### src/rtl/fetch_queue_unit.sv
// Instruction fetch stage: owns the pc, drives the instruction memory and queues
// {pc, instr} pairs for decode. Optional misaligned-redirect trap: FETCH_MISALIGN_TRAP_EN.
module fetch_queue_unit #(
    parameter int              XLEN     = 32,
    parameter int              QDEPTH   = 4,
    parameter logic [XLEN-1:0] RESET_PC = '0
) (
    input  logic                      clk,
    input  logic                      reset,
    input  logic                      fetch_en,
    input  logic                      redirect,
    input  logic [XLEN-1:0]           redirect_pc,
    output logic [XLEN-1:0]           imem_addr,
    output logic                      imem_en,
    input  logic [XLEN-1:0]           imem_data,
    output logic                      dec_valid,
    input  logic                      dec_ready,
    output logic [XLEN-1:0]           dec_instr,
    output logic [XLEN-1:0]           dec_pc,
`ifdef FETCH_MISALIGN_TRAP_EN
    output logic                      fetch_fault,
    output logic [XLEN-1:0]           fault_pc,
`endif
    output logic [$clog2(QDEPTH):0]   q_count
);

    localparam int PTR_W = $clog2(QDEPTH);
    localparam int CNT_W = PTR_W + 1;
    localparam logic [CNT_W-1:0] FULL_CNT = CNT_W'(QDEPTH);

    logic [XLEN-1:0]  pc;
    logic [XLEN-1:0]  pc_mem    [QDEPTH];
    logic [XLEN-1:0]  instr_mem [QDEPTH];
    logic [PTR_W-1:0] wr_ptr;
    logic [PTR_W-1:0] rd_ptr;
    logic [CNT_W-1:0] count;
    logic             q_nonempty;
    logic             pop;
    logic             push;
    logic             halt;

    // Handshake: an entry transfers to decode on a cycle where dec_valid and
    // dec_ready are both high; dec_valid never depends on dec_ready.
    assign q_nonempty = (count != '0);
    assign dec_valid  = q_nonempty & ~redirect;
    assign dec_instr  = q_nonempty ? instr_mem[rd_ptr] : '0;
    assign dec_pc     = q_nonempty ? pc_mem[rd_ptr]    : '0;
    assign pop        = dec_valid & dec_ready;

    // A full queue may still accept a fetch when the head leaves in the same cycle.
    assign imem_en    = fetch_en & ~redirect & ~reset & ~halt & ((count != FULL_CNT) | pop);
    assign push       = imem_en;
    assign imem_addr  = pc;
    assign q_count    = count;

`ifdef FETCH_MISALIGN_TRAP_EN
    logic misaligned;
    logic fault_r;

    assign misaligned  = |redirect_pc[1:0];
    assign halt        = fault_r;
    assign fetch_fault = fault_r;

    always_ff @(posedge clk or posedge reset) begin
        if (reset) begin
            fault_r  <= 1'b0;
            fault_pc <= '0;
        end else if (redirect) begin
            fault_r <= misaligned;
            if (misaligned) begin
                fault_pc <= redirect_pc;
            end
        end
    end
`else
    logic [1:0] unused_redirect_low;

    assign halt                = 1'b0;
    assign unused_redirect_low = redirect_pc[1:0];
`endif

    always_ff @(posedge clk or posedge reset) begin
        if (reset) begin
            pc     <= RESET_PC;
            wr_ptr <= '0;
            rd_ptr <= '0;
            count  <= '0;
        end else if (redirect) begin
            wr_ptr <= '0;
            rd_ptr <= '0;
            count  <= '0;
`ifdef FETCH_MISALIGN_TRAP_EN
            // A misaligned target leaves pc untouched; fetch stays halted until an aligned redirect.
            if (!misaligned) begin
                pc <= redirect_pc;
            end
`else
            pc <= {redirect_pc[XLEN-1:2], 2'b00};
`endif
        end else begin
            if (push) begin
                pc     <= pc + XLEN'(4);
                wr_ptr <= wr_ptr + PTR_W'(1);
            end
            if (pop) begin
                rd_ptr <= rd_ptr + PTR_W'(1);
            end
            case ({push, pop})
                2'b10:   count <= count + CNT_W'(1);
                2'b01:   count <= count - CNT_W'(1);
                default: count <= count;
            endcase
        end
    end

    // Storage needs no reset: occupancy alone decides what decode can see.
    always_ff @(posedge clk) begin
        if (push) begin
            pc_mem[wr_ptr]    <= pc;
            instr_mem[wr_ptr] <= imem_data;
        end
    end

endmodule

### config.mk
export PLATFORM = sky130hd
export DESIGN_NAME = fetch_queue_unit
export DESIGN_NICKNAME = d
export VERILOG_FILES = /design/src/rtl/fetch_queue_unit.sv
export SDC_FILE = /design/constraint.sdc
export NUM_CORES = 1
export LEC_CHECK = 0
export ABC_AREA = 1
export BUFFER_PORTS_ARGS = -buffer_cell sky130_fd_sc_hd__buf_2
export CAP_MARGIN = 20
export CELL_PAD_IN_SITES_DETAIL_PLACEMENT = 1
export CELL_PAD_IN_SITES_GLOBAL_PLACEMENT = 2
export CORE_ASPECT_RATIO = 0.6
export CORE_MARGIN = 2
export CORE_UTILIZATION = 37
export CTS_BUF_LIST = sky130_fd_sc_hd__clkbuf_4 sky130_fd_sc_hd__clkbuf_8 sky130_fd_sc_hd__clkbuf_16
export DETAILED_ROUTE_END_ITERATION = 8
export PLACE_DENSITY_LB_ADDON = 0.1
export SETUP_SLACK_MARGIN = 0.2
export SKIP_CTS_REPAIR_TIMING = 1
export SYNTH_ARGS = -nofsm -noshare
export SYNTH_HDL_FRONTEND = slang
export SYNTH_SLANG_ARGS = --single-unit
### constraint.sdc
create_clock -name clk -period 4.9 [get_ports clk]
set_input_delay 0.98 -clock clk [delete_from_list [all_inputs] [get_ports clk]]
set_output_delay 0.98 -clock clk [all_outputs]
set_load 0.005 [all_outputs]
* After elaboration in Yosys (flattened, before gate mapping)
Memory sizes are Yosys's and may differ from the RTL's.
Index checks and enable logic that the tools add are counted.
** Storage, ports and cells
- Logic and storage cells :: 38
- Memories :: 2
- Bits in registers :: 39
- Bits in writable memories :: 256
- Bits of input ports :: 69
- Output and inout port bits :: 101
** Operators by class
- Eq/ne operators :: 3
- Reduce and logical (&&, ||, !) cells :: 4
- Mux-type cells :: 12
- Bitwise operators :: 8
- Add/sub/neg operators :: 5
** Memory list
- instr_mem :: depth 4, width 32, read ports 1, clocked after Yosys merged registers in 0, write ports 1, line 33 : logic [XLEN-1:0] instr_mem [QDEPTH];
- pc_mem :: depth 4, width 32, read ports 1, clocked after Yosys merged registers in 0, write ports 1, line 32 : logic [XLEN-1:0] pc_mem [QDEPTH];
** Operators with widths (number)
- $mux 32 :: 4
- $add 32x3->32 const B :: 1
- $mux 2 :: 4
- $pmux 3 s2 :: 1
- $reduce_bool 3->1 :: 2
- $and 1x1->1 :: 5
- $add 2x1->2 const B :: 2
- $reduce_bool 2->1 :: 2
- $add 3x1->3 const B :: 1
- $mux 3 :: 1
- $ne 3x3->1 const B :: 1
- $sub 3x1->3 const B :: 1
- $eq 2x1->1 const B :: 1
- $eq 2x2->1 const B :: 1
- $mux 1 :: 2
- $not 1->1 :: 2
- $or 1x1->1 :: 1

* Depth between registers and ports, before layout
Gate-level depths: netlist (run 1).
- Depth after elaboration :: 8
- Gate-level depth with buffers :: 11

* Worst setup path after synthesis (run 1)
Ideal clock, no wire load.
- Path kind :: input to register
- Start point :: input port reset
- End point :: memory instr_mem[0][0] (enable)
- Path slack :: -0.622 ns
- Buffers on the path :: 1
- Stages on the path :: 6
- Setup time :: 0.482 ns
- Required time :: 4.418 ns
- Arrival :: 5.040 ns
- Cells stage by stage :: inv_1 > nand2_1 > nor2_1 > nand2_2 > buf_4 > nor2_1
** On the way
- Longest elaborated chain between the ends :: 5
** Ends and longest elaborated chain
- start, declared :: line 9 : input logic reset,
- $not 1->1 :: line 51 : assign imem_en = fetch_en & ~redirect & ~reset & ~halt & ((count != FULL_CNT) | pop);
- $and 1x1->1 (2 in series) :: line 51
- $mux 1 :: line 118 : if (push) begin
- $mux 1 (implied by the code) :: line 120 : instr_mem[wr_ptr] <= imem_data;
- end, declared :: line 33
Every way passes these cells.

* Final worst setup path (run 1)
- Start point :: register rd_ptr[0]
- End point :: output port dec_pc[6]
** On the way
- Longest elaborated chain between the ends :: 2
** Ends and longest elaborated chain
- start, declared :: line 35 : logic [PTR_W-1:0] rd_ptr;
- start signal, assigned :: line 106 : rd_ptr <= rd_ptr + PTR_W'(1);
- $mem_v2 4x32
- $mux 32 :: line 47 : assign dec_pc = q_nonempty ? pc_mem[rd_ptr] : '0;
- end, declared :: line 19 : output logic [XLEN-1:0] dec_pc,
Every way passes these cells.

==> results by group, run 1 <==
Drt
  • Final wirelength: 34600 um
  • Drt first pass iters: 5
  • DR iter-0 viols: 413
  • DRC Markers: 0
  • Vias/cell: 4.93
  • DR WL/cell: 19.3 um
  • Total number of vias: 8853
  • Antenna Nets Post-Route: 0

Critical path
  • Critical Path RT: 3.92 ns
  • WS Path Type: register to primary output
  • Max FO, Critical Path: 42
  • Critical Path AT: 2.68 ns
  • R2R Setup Slk: 2.63 ns
  • CP endpoint kind: primary output
  • Startpoint Class: register

STA
  • Final min period: 3.66 ns
  • Final setup violating endpoints: 0
  • Relative slew slack: 0.367
  • WHS: 0.635 ns
  • Tcrit/Tclk final: 0.748
  • Final Skew: 0.0133 ns
  • RSZ-0062 raised after global routing: no
  • Final Max Tran Viols: 0
  • Worst-Margin Slew: 0.949 ns
  • Fmax: 273 MHz
  • Final hold vios: 0

Synth
  • Top_reg_cell synth: edfxtp_1
  • Post-Syn Instances: 1166
  • #FFs+latches synth: 285
  • Area of the mapped netlist: 12300 um2
  • Netlist cell types: 31
  • Register area share after synthesis: 0.680
  • Synth warn: 0
  • FFs w/ async S/R, synth: 0.130
  • Mean Syn Cell Area: 10.6 um2
  • Number of flops mapped to enable cells by yosys: 248

Pwr
  • Power Density: 446 nW/um2
  • Leakage: 5.57 nW
  • VDD IR-drop max: 0.000250 V
  • Power Total: 0.00646 W

Placed design
  • RePlAce Congestion: 0.775
  • DP Cell Count: 1742
  • Placed Area: 13600 um2
  • IO Port Bufs: 163
  • DP HPWL: 21900 um

Clocking
  • Worst skew pair latency: 0.56 ns
  • Clk root buf: clkbuf_16
  • Clock slew at reported path FFs: 0.06 ns
  • TritonCTS clock tree: built
  • CTS HTree Levels: 1
  • Longest Clk Path Bufs: 3
  • Clk sink count: 285
  • CTS Buf Count: 29

Floorplanning
  • Horiz. Die Dim: 240 um
  • I/O pins: 170
  • Die area: 34800 um2
  • Starting density of the core: 0.378
  • Core area: 32600 um2
  • Row cnt: 51
  • Die Height: 145 um

Run
  • Maxcap violations: 0

GRT
  • Grt ovf: 0
  • Number of global-route vias before repair: 8874
  • All-Layer GR Usage: 0.201
  • Largest net degree at the start of global routing: 68
  • Initial antenna violation count: 1
  • First-pass GRT wire length: 53400 um

Final layout
  • Most common cell after layout, fill and taps aside: nor2_1
  • # diodes: 0
  • Layout area overhead: 17.5%
  • Design Area, Final: 14500 um2
  • Final #Nets: 1398
  • Share of layout cells above drive strength 1: 0.190
  • Most frequent cells in the layout: 292 x nor2_1, 248 x edfxtp_1, 187 x nand2_1, 163 x buf_2, 127 x o21ai_0
  • Non-Filler Instances: 1794

Status
  • Status: completed

Min path
  • Hold crit path type: register to register
flip-flops by register name (all words and copies together) (netlist names):
register	flops
wr_ptr	2
rd_ptr	2
q_count	3
imem_addr	30
instr_mem	128
pc_mem	120
critical path, cell delays in order, from the launching register on:
cell	delay, ns
dfrtp_4	0.76
buf_4	0.50
nor2_1	0.12
nor2_1	0.14
o21ai_0	0.11
a21oi_1	0.29
buf_2	0.17
metal layers:
| metal | part of all wire | global-route usage | wire length [um] | up-vias |
|---|---|---|---|---|
| li1 | - | - | - | 4279 |
| met1 | 0.50 | 0.304 | 17300 | 4400 |
| met2 | 0.45 | 0.310 | 15500 | 141 |
| met3 | 0.039 | 0.0291 | 1340 | 33 |
| met4 | 0.014 | 0.0341 | 492 | 0 |
| met5 | 0 | 0 | 0 | - |
per-stage QoR:
stage | TNS, ns | utilization | setup slack [ns]
floorplan | -154.35 | - | -0.622
global placement | 0 | 0.417 | 1.43
detailed placement | 0 | 0.417 | 1.44
CTS | 0 | 0.444 | 1.17
global route | 0 | 0.444 | 1.04
finish | 0 | 0.444 | 1.24
path summary, 6_finish.rpt:
check | endpoint | startpoint | cells after the start
max in group asynchronous | rd_ptr[0] | reset | 3
worst max register to register | instr_mem[3][15] | q_count[0] | 5
worst min register to register | wr_ptr[0] | wr_ptr[0] | 3
worst min-delay path | wr_ptr[0] | wr_ptr[0] | 3
min in group asynchronous | imem_addr[3] | reset | 3
worst max-delay path | dec_pc[6] | rd_ptr[0] | 6
layout make-up:
cell class | instances | area (um2)
repair buffers | 184 | 998
well taps | 450 | 563
clock inverters | 14 | 65.1
clock buffers | 38 | 806
fillers | 3642 | 18100
inverters | 44 | 166
multi-input cells | 779 | 3500
flip-flops and latches | 285 | 8380
power by group:
group | total [W] | switching (W) | internal (W) | leakage [nW]
combinational | 0.00149 | 0.000966 | 0.000523 | 2.43
sequential | 0.00293 | 0.000172 | 0.00275 | 2.70
clock | 0.00205 | 0.000900 | 0.00115 | 0.443
total | 0.00646 | 0.00204 | 0.00443 | 5.57
Yosys cell counts, types with 2 or more instances:
library cell  number  share of area
nor2_1           296          0.090
edfxtp_1         248           0.60
nand2_1          187          0.057
o21ai_0          127          0.052
a21oi_1           62          0.025
nand3_1           47          0.019
inv_1             38          0.012
dfrtp_1           37          0.075
clkbuf_1          22         0.0067
buf_2             19         0.0077
buf_4             14         0.0085
nand3b_1           8         0.0049
nor2_2             8         0.0041
xnor2_1            7         0.0050
inv_2              6         0.0018
ha_1               5         0.0051
nand4_1            5         0.0025
o21bai_1           5         0.0030
xor2_1             5         0.0036
buf_1              4         0.0012
nand2_2            3         0.0015
o211ai_1           3         0.0018
buf_6              2         0.0018
cells by family after synthesis:
group,after synthesis,share of synthesized area
compound gates,201,0.0842
xor+xnor,12,0.00853
flops,285,0.680
other cells,1,0.000304
fa+ha+maj,6,0.00670
buf+inv,105,0.0394
simple gates,556,0.181
Note: power is estimated with default switching activity, not from simulation.
==> run 2: changes to the inputs <==
Settings changed: CORE_UTILIZATION 37 to 33.
Clock period 4.9 ns to 3 ns, I/O delays scaled along.
==> run 2 against run 1 <==
Against the previous run: routed wire length increased by 6.8%; clock power increased by 81%; final cell count increased by 4.3%; worst hold slack got worse by 0.40 ns; sequential power increased by 62%; utilization decreased by 3.2 points; total power increased by 76%; final area increased by 4.0%; global-route usage decreased by 1.9 points; clock skew increased by 0.0080 ns; flip-flop and latch count unchanged; critical endpoint is now dec_pc[8].
==> results by group, run 2 (synthesis gave the netlist of run 1 again) <==
Clocking
  • Clock slew at reported path FFs: 0.06 ns (about the same)
  • Clk root buf: clkbuf_16
  • CTS HTree Levels: 1 (unchanged)
  • CTS Buf Count: 30 (+3.4%)
  • Clk sink count: 285 (unchanged)
  • TritonCTS clock tree: built
  • Longest Clk Path Bufs: 3 (unchanged)
  • Worst skew pair latency: 0.58 ns (+0.02 ns)

Critical path
  • Max FO, Critical Path: 50 (+19%)
  • CP endpoint kind: primary output
  • Startpoint Class: register
  • Slowest cell on the critical path: dfrtp_4
  • Cell breakdown of the critical path: clkinv_8 -> buf_16 -> o21ai_0 -> a21oi_2 -> buf_2
  • WS Path Type: register to primary output
  • CP peak stage delay: 0.59 ns (-0.17 ns)
  • Critical Path RT: 2.40 ns (-1.52 ns)
  • Critical Path AT: 2.16 ns (-0.52 ns)

STA
  • Worst-Margin Slew: 0.617 ns (-0.332 ns)
  • Final min period: 2.76 ns
  • Final Max Tran Viols: 0 (unchanged)
  • Relative slew slack: 0.589 (+0.222)
  • TNS Setup: 0 ns (unchanged)
  • Final hold vios: 0 (unchanged)
  • Fmax: 362 MHz
  • WHS: 0.238 ns (-0.397 ns)
  • Tcrit/Tclk final: 0.920
  • Final Skew: 0.0212 ns (+0.00796 ns)
  • RSZ-0062 raised after global routing: yes
  • Final setup violating endpoints: 0 (unchanged)

Drt
  • DR iter-0 viols: 476 (+15%)
  • DRC Markers: 0 (unchanged)
  • Antenna Nets Post-Route: 0 (unchanged)
  • Drt first pass iters: 6 (+1)
  • Total number of vias: 8901 (+0.54%)
  • DR WL/cell: 19.8 um (+2.4%)
  • Vias/cell: 4.76 (-3.6%)
  • Final wirelength: 37000 um (+6.8%)

Pwr
  • Power Total: 0.0114 W (+76%)
  • Leakage: 5.79 nW (+3.9%)
  • VDD IR-drop max: 0.000436 V (+74%)
  • Power Density: 756 nW/um2 (+69%)

Final layout
  • Most frequent cells in the layout: 291 x nor2_1, 248 x edfxtp_1, 186 x nand2_1, 163 x buf_2, 124 x o21ai_0
  • Final #Nets: 1416 (+1.3%)
  • Reg with most FFs: instr_mem
  • Design Area, Final: 15000 um2 (+4.0%)
  • Most common cell after layout, fill and taps aside: nor2_1
  • Layout area overhead: 22.2%
  • Max FFs per register: 128 (unchanged)
  • Share of layout cells above drive strength 1: 0.212 (+0.0220)

GRT
  • Met2 Use GR: 0.284 (-0.0256)
  • Number of global-route vias before repair: 8737 (-1.5%)
  • All-Layer GR Usage: 0.182 (-0.0188)
  • Most Used Layer, Global Route: met2
  • GR Util met1: 0.270 (-0.0335)
  • First-pass GRT wire length: 53600 um (+0.43%)
  • Largest net degree at the start of global routing: 113 (+66%)
  • Grt ovf: 0 (unchanged)
  • Grt met3 use: 0.0281 (-0.00101)
  • Initial antenna violation count: 2 (+1)

Floorplanning
  • Core area: 36600 um2 (+12%)
  • I/O pins: 170 (unchanged)
  • Starting density of the core: 0.337 (-0.0408)
  • Die area: 38900 um2 (+12%)
  • Die Height: 154 um (+5.7%)
  • Row cnt: 54 (+5.9%)
  • Horiz. Die Dim: 253 um (+5.8%)

Status
  • Status: completed

Min path
  • Hold crit path type: primary input to register

Placed design
  • RePlAce Congestion: 0.744 (-3.9%)
  • IO Port Bufs: 163 (unchanged)
  • Placed Area: 13800 um2 (+1.3%)
  • DP HPWL: 22200 um (+1.1%)

Run
  • Maxcap violations: 0 (unchanged)
run 2: final cells by class:
| cell class | instances | area, um2 |
|---|---|---|
| timing repair buffer | 200 | 1310 |
| clock inverter | 14 | 131 |
| sequential | 285 | 8380 |
| fill | 4026 | 21500 |
| timing repair inverter | 1 | 8.76 |
| antenna | 2 | 5.00 |
| clock buffer | 42 | 872 |
| multi-input combinational | 779 | 3520 |
| inverter | 44 | 186 |
| tap | 504 | 631 |
run 2: where the power goes:
part / switching [W] / internal (W) / total [W]
registers: 0.000263 / 0.00450 / 0.00476
logic: 0.00175 / 0.00114 / 0.00289
clock network: 0.00159 / 0.00213 / 0.00372
total: 0.00361 / 0.00776 / 0.0114
run 2: worst max-delay path: cells and delay by family, from the launching register on:
family                 cells  cell delay (ns)
buffers and inverters      3             0.52
DFF                        1             0.59
AOI/OAI and AO/OA          2             0.42
run 2: through the flow:
stage | instances | util | setup slack (ns)
3_3_place_gp | 1797 | 0.377 | 0.538
5_1_grt | 1870 | 0.412 | 0.118
4_1_cts | 1853 | 0.405 | -0.117
2_1_floorplan | 1169 | - | 0.112
3_5_place_dp | 1797 | 0.377 | 0.539
6_report | 1871 | 0.412 | 0.239
run 2: per-layer routing:
layer / wire (um) / share of wire
met5: 0 / 0
met4: 475 / 0.013
met3: 1390 / 0.037
met2: 16700 / 0.45
met1: 18400 / 0.50
run 2: path summary, 6_finish.rpt:
path                                    start                to  slack [ns]  depth (start not counted)
min in group asynchronous               reset     imem_addr[26]        0.25                          3
worst max register to register     q_count[0]        q_count[2]        0.88                         10
max in group asynchronous               reset         rd_ptr[0]        2.33                          3
worst min-delay path            imem_data[13]  instr_mem[3][13]        0.24                          1
worst max-delay path                rd_ptr[0]         dec_pc[8]        0.24                          5
worst min register to register     q_count[0]        q_count[0]        0.61                          2
==> run 3: changes to the inputs <==
Settings changed: ABC_AREA 1 to default, CORE_UTILIZATION 33 to 38.
==> run 3 against run 2 <==
Against the previous run: final area fell by 3.3%; synthesized area fell by 3.6%; clock power fell by 4%; worst hold slack got worse by 0.11 ns; total power fell by 14%; synthesized cell count fell by 41%; die area fell by 16%; critical endpoint is now dec_pc[14].
==> results by group, run 3 <==
Status
  • Status: completed

Synth
  • FFs w/ async S/R, synth: 0.130 (unchanged)
  • #FFs+latches synth: 285 (unchanged)
  • Netlist cell types: 54 (+74%)
  • Main area contributors after synthesis: edfxtp_1 63%, mux4_2 12%, dfrtp_1 7.8%
  • Area of the mapped netlist: 11900 um2 (-3.6%)
  • Number of flops mapped to enable cells by yosys: 248 (unchanged)
  • Synth Area in Adders: 0.00696 (+0.000254)
  • Compound-Gate Fraction of Synth Area: 0.0356 (-0.0486)
  • Synth warn: 0 (unchanged)
  • Post-Synth Simple-Gate Area: 0.106 (-0.0748)
  • Register area share after synthesis: 0.706 (+0.0257)
  • Synth Area in XOR/XNOR: 0.00664 (-0.00189)
  • Mean Syn Cell Area: 17.1 um2 (+62%)
  • Most common cell in the netlist: edfxtp_1
  • Post-Syn Instances: 692 (-41%)
  • Post-synth top area share: 0.628 (+0.0229)
  • Largest family of logic cells by synthesized area: multiplexers
  • Top_reg_cell synth: edfxtp_1
  • Area leader, netlist: edfxtp_1
  • Post-synth top cells: 248 x edfxtp_1, 68 x and2_1, 62 x mux4_2
  • Multiplexer share of the synthesized area: 0.119 (+0.119)

Pwr
  • Leakage: 5.09 nW (-12%)
  • Clock network fraction of total power: 0.362 (+0.035)
  • Logic pwr share: 0.171 (-0.083)
  • Internal Power: 0.00734 W (-5.5%)
  • VDD IR-drop max: 0.000425 V (-2.6%)
  • Sw Ratio: 0.254 (-0.0636)
  • Power Density: 675 nW/um2 (-11%)
  • P_sw: 0.00249 W (-31%)
  • Seq pwr share: 0.467 (+0.048)

STA
  • TNS Setup: 0 ns (unchanged)
  • Final Max Tran Viols: 0 (unchanged)
  • Fmax: 357 MHz (-1.5%)
  • Relative slew slack: 0.514 (-0.0750)
  • Tcrit/Tclk final: 0.935 (+0.0142)
  • Worst setup margin: 0.196 ns (-0.0427 ns)
  • RSZ-0062 raised after global routing: yes
  • Final setup violating endpoints: 0 (unchanged)
  • Worst-Margin Slew: 0.719 ns (+0.102 ns)
  • Final min period: 2.80 ns (+0.0427 ns)
  • Final Skew: 0.0134 ns (-0.00782 ns)
  • Final hold vios: 0 (unchanged)

Placed design
  • Worst slack, placed: 0.513 ns (-0.0263 ns)
  • DP HPWL: 20100 um (-9.4%)
  • RePlAce Congestion: 0.803 (+7.9%)
  • DP Cell Count: 1263 (-30%)
  • IO Port Bufs: 163 (unchanged)

Drt
  • DR iter-0 viols: 452 (-5.0%)
  • DR WL/cell: 23.5 um (+19%)
  • Total number of vias: 7209 (-19%)
  • Vias/cell: 5.40 (+14%)
  • Antenna Nets Post-Route: 0 (unchanged)
  • DRC Markers: 0 (unchanged)
  • Drt first pass iters: 5 (-1)
  • Final wirelength: 31400 um (-15%)

Floorplanning
  • Starting density of the core: 0.383 (+0.0463)
  • Horiz. Die Dim: 232 um (-8.4%)
  • Die Height: 141 um (-8.3%)
  • Row cnt: 50 (-7.4%)
  • Die area: 32700 um2 (-16%)
  • Core area: 31000 um2 (-15%)
  • I/O pins: 170 (unchanged)

Clocking
  • CTS HTree Levels: 1 (unchanged)
  • Clk sink count: 285 (unchanged)
  • Worst skew pair latency: 0.56 ns (-0.02 ns)
  • Clk root buf: clkbuf_16
  • CTS Buf Count: 29 (-3.3%)
  • Longest Clk Path Bufs: 3 (unchanged)
  • Clock slew at reported path FFs: 0.07 ns (about the same)
  • TritonCTS clock tree: built

GRT
  • GR Util met1: 0.272 (+0.00215)
  • Largest net degree at the start of global routing: 54 (-52%)
  • Grt ovf: 0 (unchanged)
  • Initial antenna violation count: 1 (-1)
  • All-Layer GR Usage: 0.194 (+0.0120)
  • Met2 Use GR: 0.313 (+0.0290)
  • Grt met3 use: 0.0392 (+0.0111)
  • Most Used Layer, Global Route: met2
  • Number of global-route vias before repair: 7786 (-11%)
  • First-pass GRT wire length: 47600 um (-11%)

Critical path
  • Critical Path RT: 2.40 ns (about the same)
  • R2r worst-path depth: 4 (-6)
  • WS Path Type: register to primary output
  • Critical R2R Launch: imem_addr[6]
  • R2R Path End: imem_addr[21]
  • CP endpoint kind: primary output
  • Startpoint Class: register
  • Max FO, Critical Path: 17 (-66%)
  • Critical Path AT: 2.20 ns (+0.04 ns)
  • Critical path origin: rd_ptr[0]
  • R2R Setup Slk: 0.52 ns (-0.36 ns)
  • Crit path capture: dec_pc[14]

Final layout
  • Max FFs per register: 128 (unchanged)
  • Final Core Density: 0.470 (+0.0583)
  • Reg with most FFs: instr_mem
  • Most frequent cells in the layout: 248 x edfxtp_1, 163 x buf_2, 64 x and2_1, 62 x mux4_2, 33 x dfrtp_1
  • Layout area overhead: 22.7%
  • Share of layout cells above drive strength 1: 0.362 (+0.150)
  • Most common cell after layout, fill and taps aside: edfxtp_1
  • Final #Nets: 969 (-32%)
  • Non-Filler Instances: 1334 (-29%)

Run
  • Maxcap violations: 0 (unchanged)

Min path
  • Hold crit path type: primary input to async pin
run 3: changes by cell type after synthesis, moves of 12 or more:
cell	change
and2_1	+68
nand4_1	+15
or4_1	+15
inv_1	-33
o31ai_1	+12
nand3_1	-25
o21ai_0	-119
nor2_1	-269
nand2_1	-165
a31oi_1	+17
a21oi_1	-58
mux4_2	+62
run 3: cell families (layout without fill, tap and decap cells):
kind of cell             count (synthesis)  in the layout
adder cells (fa/ha/maj)                  6              6
buffers and inverters                   48            270
flip-flops                             285            285
other                                    1              5
multiplexers                            63             63
AND/OR/NAND/NOR                        216            216
AO/OA/AOI/OAI                           64             64
XOR/XNOR                                 9              9
run 3: cell type report:
cell class,count,area (um2)
clock inverter,17,148
clock buffer,37,786
timing repair buffer,210,1420
antenna,1,2.50
tap,416,520
inverter,6,22.5
multi-input combinational,362,3280
sequential,285,8380
fill,3030,16400
run 3: power by group through the flow:
| stage | logic [W] | clock network (W) | registers, W |
|---|---|---|---|
| 6_report | 0.00168 | 0.00356 | 0.00459 |
| 5_1_grt | 0.00185 | 0.00380 | 0.00461 |
| 2_1_floorplan | 0.000867 | 0 | 0.00462 |
| 4_1_cts | 0.00153 | 0.00366 | 0.00464 |
| 3_3_place_gp | 0.00149 | 0 | 0.00471 |
| 3_5_place_dp | 0.00152 | 0 | 0.00472 |
run 3: per-layer routing:
metal	vias to the layer above	part of all wire	routed length, um
met3	42	0.052	1640
li1	3178	-	-
met4	0	0.017	529
met1	3813	0.45	14200
met5	-	0	0
met2	176	0.48	15000
run 3: worst min-delay path by stage:
stage / slack, ns / endpoint / cells past startpoint / startpoint
CTS: 0.11 / q_count[0] / 2 / reset
detailed placement: 0.57 / pc_mem[3][21] / 0 / imem_addr[21]
global placement: 0.56 / wr_ptr[1] / 2 / wr_ptr[1]
finish: 0.13 / q_count[0] / 2 / reset
floorplan: 0.53 / pc_mem[0][31] / 0 / imem_addr[31]
global route: 0.15 / q_count[0] / 2 / reset
run 3: stage by stage:
step	power, W	hold WS [ns]	instance area (um2)
after global placement	0.00620	0.559	13400
after floorplan	0.00549	0.532	11900
after CTS	0.00982	0.110	14300
after detailed placement	0.00624	0.573	13400
final	0.00983	0.132	14600
after global routing	0.0103	0.147	14600
run 3: worst max-delay path, stage by stage (launching register included):
cell and delay, ns:
dfrtp_4 0.42, buf_12 0.21, buf_6 0.19, mux4_2 0.50
and2_1 0.19, buf_2 0.13
